$ cat src/rtl/btn_press_classifier.sv
// -----------------------------------------------------------------------------
// btn_press_classifier
//   Converts the debounced button level into single-cycle UI events for the
//   control FSMs: press, release, short press, long press and an optional
//   auto-repeat pulse while the button stays held past the long threshold.
//
//   Optional feature macro: BTN_AUTOREPEAT_EN
//     defined   -> repeat_pulse_o fires every REPEAT_CYCLES while in LONG
//     undefined -> repeat_pulse_o tied 0, hold counter frozen in LONG
//
// Parameters
//   LONG_PRESS_CYCLES  hold cycles in PRESSED before long_pulse (>= 2)
//   REPEAT_CYCLES      repeat_pulse period while in LONG (>= 2)
//   CNT_W              hold counter width, 2**CNT_W > both cycle counts
//
// Ports
//   clk_i            system clock, all logic on posedge
//   rst_i            synchronous active-high reset
//   btn_level_i      debounced level, 1 = pressed
//   held_o           1 while in PRESSED or LONG
//   press_pulse_o    1-cycle pulse on an accepted press
//   release_pulse_o  1-cycle pulse on release from PRESSED or LONG
//   short_pulse_o    1-cycle pulse on release before the long threshold
//   long_pulse_o     1-cycle pulse when the hold reaches LONG_PRESS_CYCLES
//   repeat_pulse_o   1-cycle periodic pulse while in LONG (macro builds only)
//
// All outputs are registered; each pulse appears in the cycle after the
// btn_level_i sample that decided it.
// -----------------------------------------------------------------------------
module btn_press_classifier #(
  parameter int unsigned LONG_PRESS_CYCLES = 50_000_000,
  parameter int unsigned REPEAT_CYCLES     = 10_000_000,
  parameter int unsigned CNT_W             = 27
) (
  input  logic clk_i,
  input  logic rst_i,
  input  logic btn_level_i,
  output logic held_o,
  output logic press_pulse_o,
  output logic release_pulse_o,
  output logic short_pulse_o,
  output logic long_pulse_o,
  output logic repeat_pulse_o
);

  // Elaboration-time sanity check of the configuration.
  if ((LONG_PRESS_CYCLES < 2) || (REPEAT_CYCLES < 2) || (CNT_W < 2) || (CNT_W > 62) ||
      ((64'd1 << CNT_W) <= 64'(LONG_PRESS_CYCLES)) ||
      ((64'd1 << CNT_W) <= 64'(REPEAT_CYCLES))) begin : g_bad_cfg
    $error("btn_press_classifier: illegal LONG_PRESS_CYCLES/REPEAT_CYCLES/CNT_W");
  end

  typedef enum logic [1:0] {
    ST_ARM     = 2'd0,  // out of reset; waits for the button to be seen released
    ST_IDLE    = 2'd1,
    ST_PRESSED = 2'd2,
    ST_LONG    = 2'd3
  } state_e;

  localparam logic [CNT_W-1:0] LONG_LAST = CNT_W'(LONG_PRESS_CYCLES - 1);
  localparam logic [CNT_W-1:0] CNT_ONE   = CNT_W'(1);
`ifdef BTN_AUTOREPEAT_EN
  localparam logic [CNT_W-1:0] REP_LAST  = CNT_W'(REPEAT_CYCLES - 1);
`endif

  state_e           state_q, state_d;
  logic [CNT_W-1:0] cnt_q, cnt_d;
  logic             held_q, held_d;
  logic             press_q, press_d;
  logic             release_q, release_d;
  logic             short_q, short_d;
  logic             long_q, long_d;
  logic             repeat_q, repeat_d;

  // ---------------------------------------------------------------------------
  // Next-state / next-output logic
  // ---------------------------------------------------------------------------
  always_comb begin
    state_d   = state_q;
    cnt_d     = cnt_q;
    press_d   = 1'b0;
    release_d = 1'b0;
    short_d   = 1'b0;
    long_d    = 1'b0;
    repeat_d  = 1'b0;

    unique case (state_q)
      // A button already down when reset releases must not generate an event:
      // only a seen release arms the classifier.
      ST_ARM: begin
        if (!btn_level_i) state_d = ST_IDLE;
      end

      ST_IDLE: begin
        if (btn_level_i) begin
          state_d = ST_PRESSED;
          cnt_d   = '0;
          press_d = 1'b1;
        end
      end

      ST_PRESSED: begin
        if (!btn_level_i) begin
          state_d   = ST_IDLE;
          release_d = 1'b1;
          short_d   = 1'b1;
        end else if (cnt_q == LONG_LAST) begin
          // The press sample plus LONG_PRESS_CYCLES more high samples lands
          // here, so long_pulse trails press_pulse by exactly the threshold.
          state_d = ST_LONG;
          cnt_d   = '0;
          long_d  = 1'b1;
        end else begin
          cnt_d = cnt_q + CNT_ONE;
        end
      end

      ST_LONG: begin
        if (!btn_level_i) begin
          // Long press already reported; the release never counts as short,
          // and a pending repeat in this cycle is suppressed.
          state_d   = ST_IDLE;
          release_d = 1'b1;
        end else begin
`ifdef BTN_AUTOREPEAT_EN
          if (cnt_q == REP_LAST) begin
            cnt_d    = '0;
            repeat_d = 1'b1;
          end else begin
            cnt_d = cnt_q + CNT_ONE;
          end
`else
          // No repeat: the counter is frozen, so it can never wrap however
          // long the button is held.
          cnt_d = cnt_q;
`endif
        end
      end

      default: begin
        state_d = ST_ARM;
        cnt_d   = '0;
      end
    endcase

    held_d = (state_d == ST_PRESSED) || (state_d == ST_LONG);
  end

  // ---------------------------------------------------------------------------
  // State and output registers
  // ---------------------------------------------------------------------------
  always_ff @(posedge clk_i) begin
    if (rst_i) begin
      state_q   <= ST_ARM;
      cnt_q     <= '0;
      held_q    <= 1'b0;
      press_q   <= 1'b0;
      release_q <= 1'b0;
      short_q   <= 1'b0;
      long_q    <= 1'b0;
      repeat_q  <= 1'b0;
    end else begin
      state_q   <= state_d;
      cnt_q     <= cnt_d;
      held_q    <= held_d;
      press_q   <= press_d;
      release_q <= release_d;
      short_q   <= short_d;
      long_q    <= long_d;
      repeat_q  <= repeat_d;
    end
  end

  assign held_o          = held_q;
  assign press_pulse_o   = press_q;
  assign release_pulse_o = release_q;
  assign short_pulse_o   = short_q;
  assign long_pulse_o    = long_q;
  assign repeat_pulse_o  = repeat_q;

endmodule

$ cat config.mk
export PLATFORM = sky130hd
export DESIGN_NAME = btn_press_classifier
export DESIGN_NICKNAME = d
export VERILOG_FILES = /design/src/rtl/btn_press_classifier.sv
export SDC_FILE = /design/constraint.sdc
export NUM_CORES = 1
export LEC_CHECK = 0
export BUFFER_PORTS_ARGS = -buffer_cell sky130_fd_sc_hd__buf_2
export CAP_MARGIN = 20
export CORE_ASPECT_RATIO = 1.2
export CORE_MARGIN = 2
export CORE_UTILIZATION = 64
export CTS_CLUSTER_DIAMETER = 40
export DETAILED_ROUTE_END_ITERATION = 8
export GPL_ROUTABILITY_DRIVEN = 0
export HOLD_SLACK_MARGIN = 0.08
export PLACE_DENSITY = 0.87
export SLEW_MARGIN = 25
export SYNTH_ARGS = -nofsm -noshare
export SYNTH_HDL_FRONTEND = slang
export SYNTH_SLANG_ARGS = --single-unit
export TNS_END_PERCENT = 100
$ cat constraint.sdc
create_clock -name clk_i -period 4.4 [get_ports clk_i]
set_input_delay 0.22 -clock clk_i [delete_from_list [all_inputs] [get_ports clk_i]]
set_output_delay 0.22 -clock clk_i [all_outputs]
set_load 0.03 [all_outputs]
==> results of run 1 <==
## per-stage QoR
| step | hold WS (ns) | setup WS (ns) | instance area [um^2] | cells | util |
|---|---|---|---|---|---|
| floorplan | 0.295 | 2.35 | 1710 | 200 | - |
| global placement | 0.482 | 2.06 | 1750 | 234 | 0.691 |
| detailed placement | 0.486 | 1.94 | 1750 | 234 | 0.691 |
| CTS | 0.136 | 1.93 | 1810 | 242 | 0.715 |
| global route | 0.137 | 1.72 | 1810 | 242 | 0.716 |
| finish | 0.137 | 1.87 | 1810 | 242 | 0.716 |
## area by class of cell
class | count | share of cell area
clock buffer | 7 | 0.0304
clock inverter | 1 | 0.00277
inverter | 5 | 0.0104
multi-input combinational | 154 | 0.534
sequential | 34 | 0.376
tap | 33 | 0.0228
timing repair buffer | 8 | 0.0235
## worst max-delay path: stages, from the launching register on
cell      delay (ns)
dfxtp_1         0.41
ha_1            0.34
nor3b_1         0.23
nand3b_1        0.13
o41a_1          0.70
nand2_1         0.38
o311ai_0        0.20
## cells in the final DEF (no fill, tap or decap), types with 2 or more instances in the layout
cell / n
nor3_1: 5
nor2b_1: 2
a22o_1: 2
xor2_1: 8
nor4_1: 3
or3_1: 2
o311ai_0: 3
a311oi_1: 2
nand2_1: 21
o21ai_0: 8
clkbuf_4: 5
dfxtp_1: 34
a221o_1: 3
ha_1: 4
inv_1: 5
nand4_1: 16
nand3_1: 13
nor3b_1: 2
nor2_1: 19
buf_2: 7
and4_1: 4
and3_1: 4
xnor2_1: 4
a21oi_1: 2
and2_1: 3
a31oi_1: 3
## metal layers
metal | GRT usage | part of all wire | routed length, um
met4 | 0.120 | 0.034 | 133
met1 | 0.324 | 0.42 | 1650
met5 | 0 | 0 | 0
met2 | 0.497 | 0.49 | 1920
met3 | 0.101 | 0.055 | 216
## flip-flops by register name (all words and copies together), names as in the netlist
signal and cells:
state_q 2, press_pulse_o 1, held_o 1, release_pulse_o 1, cnt_q 27, long_pulse_o 1, short_pulse_o 1
## power by group
group / switching [W] / internal (W) / leakage (nW)
registers: 0.00000261 / 0.000311 / 0.274
logic: 0.0000337 / 0.0000139 / 0.289
clock network: 0.000104 / 0.0000774 / 0.0353
total: 0.000140 / 0.000403 / 0.599
## kinds of logic after synthesis
logic type | count (synthesis) | synth area share
XOR/XNOR | 12 | 0.0616
AND/OR/NAND/NOR | 102 | 0.315
adder cells (fa/ha/maj) | 4 | 0.0293
AO/OA/AOI/OAI | 34 | 0.151
multiplexers | 1 | 0.00587
other | 1 | 0.00220
buffers and inverters | 12 | 0.0359
flip-flops | 34 | 0.399
## worst max path at each step
| stage | start | to | cells past startpoint |
|---|---|---|---|
| after floorplan | cnt_q[0]$_SDFFE_PP0P_ | cnt_q[23]$_SDFFE_PP0P_ | 8 |
| after global placement | cnt_q[0]$_SDFFE_PP0P_ | cnt_q[22]$_SDFFE_PP0P_ | 6 |
| after detailed placement | cnt_q[0]$_SDFFE_PP0P_ | cnt_q[23]$_SDFFE_PP0P_ | 6 |
| after CTS | cnt_q[0]$_SDFFE_PP0P_ | cnt_q[12]$_SDFFE_PP0P_ | 6 |
| after global routing | cnt_q[0]$_SDFFE_PP0P_ | cnt_q[12]$_SDFFE_PP0P_ | 6 |
| final | cnt_q[0]$_SDFFE_PP0P_ | cnt_q[9]$_SDFFE_PP0P_ | 6 |
==> qor.yml, run 1 <==
status: "completed"
rrSetupSlack_ns: 1.87
post-cts-setup-buffers: 0
p_per_area_mw_per_mm2: 300
ir_drop_uv: 241
period_share: 0.574
wl_um: 3920
end_kind: "flop"
root_buffer: "clkbuf_4"
vias: 1579
p_leak_nw: 0.599
rsz0062_at_grt: "no"
die_x_um: 51.1
setup.worst_path.start_class: "flop"
r2r-start: "cnt_q[0]$_SDFFE_PP0P_"
clk_pin_slew_worst_paths_ns: 0.10
syn_nets: 207
overflow: 0
fp.dieH_um: 60.5
rows: 20
fmax_ghz: 0.396
hold_viol: 0
clock_sinks: 34
synth_top_cell_by_area: "dfxtp_1"
yosys_warnings: 0
tightest_slew_ns: 0.706
grt_pass1_vias: 1466
finalSetupViolations: 0
cts_buffers: 5
final_layout_size_suffix_gt1_frac: 0.100
routed_via_density: 6.52
cts_tree: "built"
ioPinCount: 9
slew_viol_final: 0
syn_to_final_growth_pct: 6.09
clock_path_buffers: 2
drc: 0
ys_seq_elements: 34
insertion_delay_ns: 0.34
initial_core_util: 0.675
synth_cell_types: 48
synth_common_cells: "dfxtp_1 (34), nand2_1 (21), nor2_1 (20)"
hold_class: "in -> reg"
whs_endpoint: "short_pulse_o$_SDFF_PP0_"
skew_ns: 0.00645
r2r_cells: 6
core_area_mm2: 0.00253
track_usage: 0.288
rr_endpoint: "cnt_q[9]$_SDFFE_PP0P_"
holdCritStartpoint: "btn_level_i"
cp.required_ns: 4.60
hold_depth: 2
finalSetupTns_ns: 0
cts_hold_buffers: 0
regArea_um2: 681
port_buffers: 7
dp_hpwl_um: 2780
dieArea_mm2: 0.00310
period_needed_ns: 2.53
synth_ff_type: "dfxtp_1"
drv_cap: 0
grt_pass1_wl_um: 6590
antennaDiodeCount: 0
yosysTopAreaCellShare: 0.399
ys_seq_area_frac: 0.399
synth_area_mm2: 0.00171
fin_nets: 215
critical_path.max_fanout: 17
critPathKind: "reg -> reg"
cts_max_level: 2
nFillCells: 194
multiInputGateArea_um2: 966
dr.pass1.iters: 4
cts-resized-gates: 0
slew_headroom: 0.529
drt_iter0_markers: 100
synth_most_common_cell: "dfxtp_1"
synth_cells: 200
grt_start_max_net_pins: 18
routedWlPerCell_um: 16.2
netlist_top_cells_area: "dfxtp_1 (40%), nand4_1 (5.9%), nand2_1 (4.6%)"
synth.avg_cell_area_um2: 8.53
antenna_found_initial: 0
synth_edf_count: 0
arrival_ns: 2.72
drtAntennaViolNets: 0
async_reset_ff_frac: 0
finalPower_w: 0.000543
Note: power is estimated with default switching activity, not from simulation.
==> run 2, diff against run 1 <==
Settings changed: CORE_UTILIZATION 64 to 59, PLACE_DENSITY 0.87 to 0.81.
Clock period 4.4 ns to 2.4 ns, I/O delays scaled along.
==> run 2 against run 1 <==
  * Cell count increased by 3.3%
  * Sequential share of layout area decreased by 1.1 points
  * Clock skew increased by 0.00085 ns
  * Core utilization decreased by 4.6 points
  * Total power increased by 78%
  * Wire length increased by 6.4%
  * Cell area increased by 3.0%
  * Hold slack improved by 0.37 ns
  * Largest power group unchanged
  * Highest routed layer unchanged
==> qor.yml, run 2 (synthesis results as in run 1) <==
vias: 1628
period_share: 0.941
p_leak_nw: 0.633
clock_sinks: 34
ioPinCount: 9
top_register: "cnt_q"
largest_reg_flops: 27
grt_start_max_net_pins: 18
slew_headroom: 0.622
rows: 21
port_buffers: 7
dieArea_mm2: 0.00334
finalPower_w: 0.000964
setup.worst_path.start_class: "flop"
finalSetupViolations: 0
syn_to_final_growth_pct: 9.32
worst_slack_ns: 0.142
status: "completed"
die_x_um: 53.1
end_kind: "flop"
insertion_delay_ns: 0.34
fp.dieH_um: 62.9
routedWlPerCell_um: 16.7
period_needed_ns: 2.26
fin_nets: 223
critPathKind: "reg -> reg"
drtAntennaViolNets: 0
ir_drop_uv: 340
final_common_cell: "dfxtp_1"
routed_via_density: 6.51
cts_buffers: 5
arrival_ns: 2.49
antenna_found_initial: 0
post-cts-setup-buffers: 0
initial_core_util: 0.612
pre_cts_ws_ns: 0.145
cts_max_level: 2
skew_ns: 0.00731
cp.required_ns: 2.63
fmax_ghz: 0.443
dp_hpwl_um: 2830
hold_class: "reg -> reg"
p_per_area_mw_per_mm2: 517
slew_viol_final: 0
final_cell_mix: "dfxtp_1 (34), nor2_1 (20), nand2_1 (20)"
hold_viol: 0
root_buffer: "clkbuf_4"
hold_depth: 2
drv_cap: 0
rsz0062_at_grt: "no"
overflow: 0
critical_path.max_fanout: 12
cts_tree: "built"
wl_um: 4170
clk_pin_slew_worst_paths_ns: 0.09
final_layout_size_suffix_gt1_frac: 0.116
core_area_mm2: 0.00279
grt_pass1_vias: 1545
dr.pass1.iters: 4
track_usage: 0.278
antennaDiodeCount: 0
finalSetupTns_ns: 0
reg_top3: "cnt_q (27), state_q (2)"
drc: 0
clock_path_buffers: 2
r2r_cells: 5
tightest_slew_ns: 0.564
drt_iter0_markers: 79
grt_pass1_wl_um: 6910
[run 2: area by class of cell]
cell class | count | area, um^2
multi-input cells | 154 | 967
fillers | 237 | 921
flip-flops and latches | 34 | 681
repair buffers | 16 | 110
clock buffers | 7 | 45.0
well taps | 34 | 42.5
inverters | 5 | 18.8
[run 2: stage by stage]
| stage | hold WS [ns] | std cells | area [um^2] | utilization |
|---|---|---|---|---|
| floorplan | 0.195 | 200 | 1710 | - |
| global placement | 0.388 | 240 | 1790 | 0.641 |
| detailed placement | 0.394 | 240 | 1790 | 0.641 |
| CTS | 0.510 | 250 | 1860 | 0.668 |
| global route | 0.528 | 250 | 1860 | 0.669 |
| finish | 0.506 | 250 | 1860 | 0.669 |
[run 2: timing repair]
item,CTS,global route
hold buffers,3,0
setup endpoints to repair,0,7
endpoints found under the hold margin,3,0
resized for setup,0,2
[run 2: where the power goes]
part / leakage [nW] / internal [W] / switching (W)
registers: 0.274 / 0.000571 / 0.00000525
clock network: 0.0254 / 0.000110 / 0.000182
logic: 0.333 / 0.0000309 / 0.0000648
total: 0.633 / 0.000712 / 0.000252
[run 2: path summary, 6_finish.rpt]
| check | slack, ns | endpoint | startpoint |
|---|---|---|---|
| max reg2reg | 0.14 | cnt_q[22]$_SDFFE_PP0P_ | cnt_q[9]$_SDFFE_PP0P_ |
| max | 0.14 | cnt_q[22]$_SDFFE_PP0P_ | cnt_q[9]$_SDFFE_PP0P_ |
| min reg2reg | 0.51 | cnt_q[14]$_SDFFE_PP0P_ | cnt_q[14]$_SDFFE_PP0P_ |
| min | 0.51 | cnt_q[14]$_SDFFE_PP0P_ | cnt_q[14]$_SDFFE_PP0P_ |
[run 2: per-layer routing]
| metal | vias to the layer above | part of all wire | wire [um] | GRT usage |
|---|---|---|---|---|
| met1 | 757 | 0.40 | 1660 | 0.322 |
| met5 | - | 0 | 0 | 0 |
| li1 | 773 | - | - | - |
| met3 | 19 | 0.071 | 296 | 0.0789 |
| met2 | 79 | 0.49 | 2060 | 0.452 |
| met4 | 0 | 0.038 | 158 | 0.141 |
[run 2: worst max-delay path: stages, from the launching register on]
cell,delay (ns)
dfxtp_1,0.39
nor4_1,0.40
nand3b_1,0.19
o41a_2,0.65
and2_4,0.23
a221o_1,0.29
==> run 3, diff against run 2 <==
Settings changed: CORE_UTILIZATION 59 to 64, PLACE_DENSITY 0.81 to 0.87.
Clock period 2.4 ns to 2.8 ns, I/O delays scaled along.
==> run 3 against run 2 <==
  * Combinational power shrank 18%
  * Wire length shrank 5.5%
  * Sequential power shrank 14%
  * Clock skew grew 0.0018 ns
  * Cell area shrank 1.1%
  * Global-route usage grew 0.75 points
  * Sequential share of layout area grew 0.42 points
  * Critical path depth grew 1
  * Non-clock buffer count shrank 3
  * Largest power group unchanged
  * First-iteration DRC count grew 73%
  * Highest routed layer unchanged
  * Total power shrank 13%
  * Via count shrank 2.8%
==> qor.yml, run 3 (synthesis results as in run 1) <==
finalSetupViolations: 0
final_cell_mix: "dfxtp_1 (34), nand2_1 (21), nor2_1 (20)"
clk_pin_slew_worst_paths_ns: 0.09
insertion_delay_ns: 0.33
ir_drop_uv: 469
vias: 1583
antenna_found_initial: 0
cts-resized-gates: 0
p_per_area_mw_per_mm2: 454
finalSetupTns_ns: 0
period_share: 0.820
top_layer_used: "met4"
rsz0062_at_grt: "no"
reg_top3: "cnt_q (27), state_q (2)"
dp_hpwl_um: 2810
hold_viol: 0
top_register: "cnt_q"
overflow: 0
track_usage: 0.285
p_leak_nw: 0.619
setup.worst_path.start_class: "flop"
grt_pass1_vias: 1494
cts_max_level: 2
routedWlPerCell_um: 16.1
drt_iter0_markers: 137
slew_viol_final: 0
hold_class: "reg -> reg"
cp.required_ns: 3.02
dr.pass1.iters: 5
wl_um: 3940
syn_to_final_growth_pct: 8.07
critical_path.max_fanout: 17
routed_via_density: 6.46
initial_core_util: 0.675
clock_sinks: 34
wl_met1_um: 1640
clock_path_buffers: 2
antennaDiodeCount: 0
cts_buffers: 5
timing.hold.ws_ns: 0.514
fmax_ghz: 0.435
pre_cts_ws_ns: 0.583
core_area_mm2: 0.00253
cts_tree: "built"
period_needed_ns: 2.30
final_cell_area_mm2: 0.00184
placed_area_mm2: 0.00176
nFillCells: 203
fin_nets: 220
dieArea_mm2: 0.00310
slew_headroom: 0.447
root_buffer: "clkbuf_4"
final_common_cell: "dfxtp_1"
worst_slack_ns: 0.503
wl_met2_um: 1970
largest_reg_flops: 27
dr_wl_met3_um: 247
fp.dieH_um: 60.5
die_x_um: 51.1
ioPinCount: 9
grt_start_max_net_pins: 18
tightest_slew_ns: 0.824
drtAntennaViolNets: 0
status: "completed"
final_layout_size_suffix_gt1_frac: 0.0991
grt_pass1_wl_um: 6630
drv_cap: 0
arrival_ns: 2.52
critPathKind: "reg -> reg"
skew_ns: 0.00910
end_kind: "flop"
drc: 0
port_buffers: 7
rows: 20
run 3: path summary, 6_finish.rpt:
check | from | endpoint | slack, ns | depth (start not counted)
setup / recovery | cnt_q[0]$_SDFFE_PP0P_ | cnt_q[12]$_SDFFE_PP0P_ | 0.50 | 6
hold / removal | cnt_q[14]$_SDFFE_PP0P_ | cnt_q[14]$_SDFFE_PP0P_ | 0.51 | 2
setup reg to reg | cnt_q[0]$_SDFFE_PP0P_ | cnt_q[12]$_SDFFE_PP0P_ | 0.50 | 6
hold reg to reg | cnt_q[14]$_SDFFE_PP0P_ | cnt_q[14]$_SDFFE_PP0P_ | 0.51 | 2
run 3: what timing repair did:
action                                 CTS  global route
buffers inserted                         0             0
endpoints found under the hold margin    2             0
hold buffers                             3             0
run 3: where the power goes:
group	internal (W)	switching, W
combinational	0.0000252	0.0000533
sequential	0.000489	0.00000468
clock	0.000113	0.000151
total	0.000627	0.000209
run 3: cell type report:
| class | count | area (um^2) | area share |
|---|---|---|---|
| flip-flops and latches | 34 | 681 | 0.369 |
| well taps | 33 | 41.3 | 0.0224 |
| repair buffers | 13 | 87.6 | 0.0475 |
| inverters | 5 | 18.8 | 0.0102 |
| clock buffers | 6 | 51.3 | 0.0278 |
| multi-input cells | 154 | 963 | 0.523 |
run 3: stage by stage:
stage / util / total power [W] / std cells
final: 0.729 / 0.000837 / 245
after CTS: 0.729 / 0.000836 / 245
after floorplan: - / 0.000560 / 200
after global placement: 0.697 / 0.000574 / 236
after global routing: 0.729 / 0.000864 / 245
after detailed placement: 0.697 / 0.000578 / 236
run 3: per-layer routing:
layer | GRT usage | up-vias
met3 | 0.0542 | 11
met4 | 0.154 | 0
met5 | 0 | -
li1 | - | 768
met2 | 0.484 | 64
met1 | 0.344 | 740
run 3: critical path, stage by stage (launching register included):
cell,delay (ns)
dfxtp_1,0.36
ha_1,0.22
nor3b_1,0.13
nand3b_1,0.10
o41a_1,0.59
nand2_1,0.36
o311ai_0,0.42
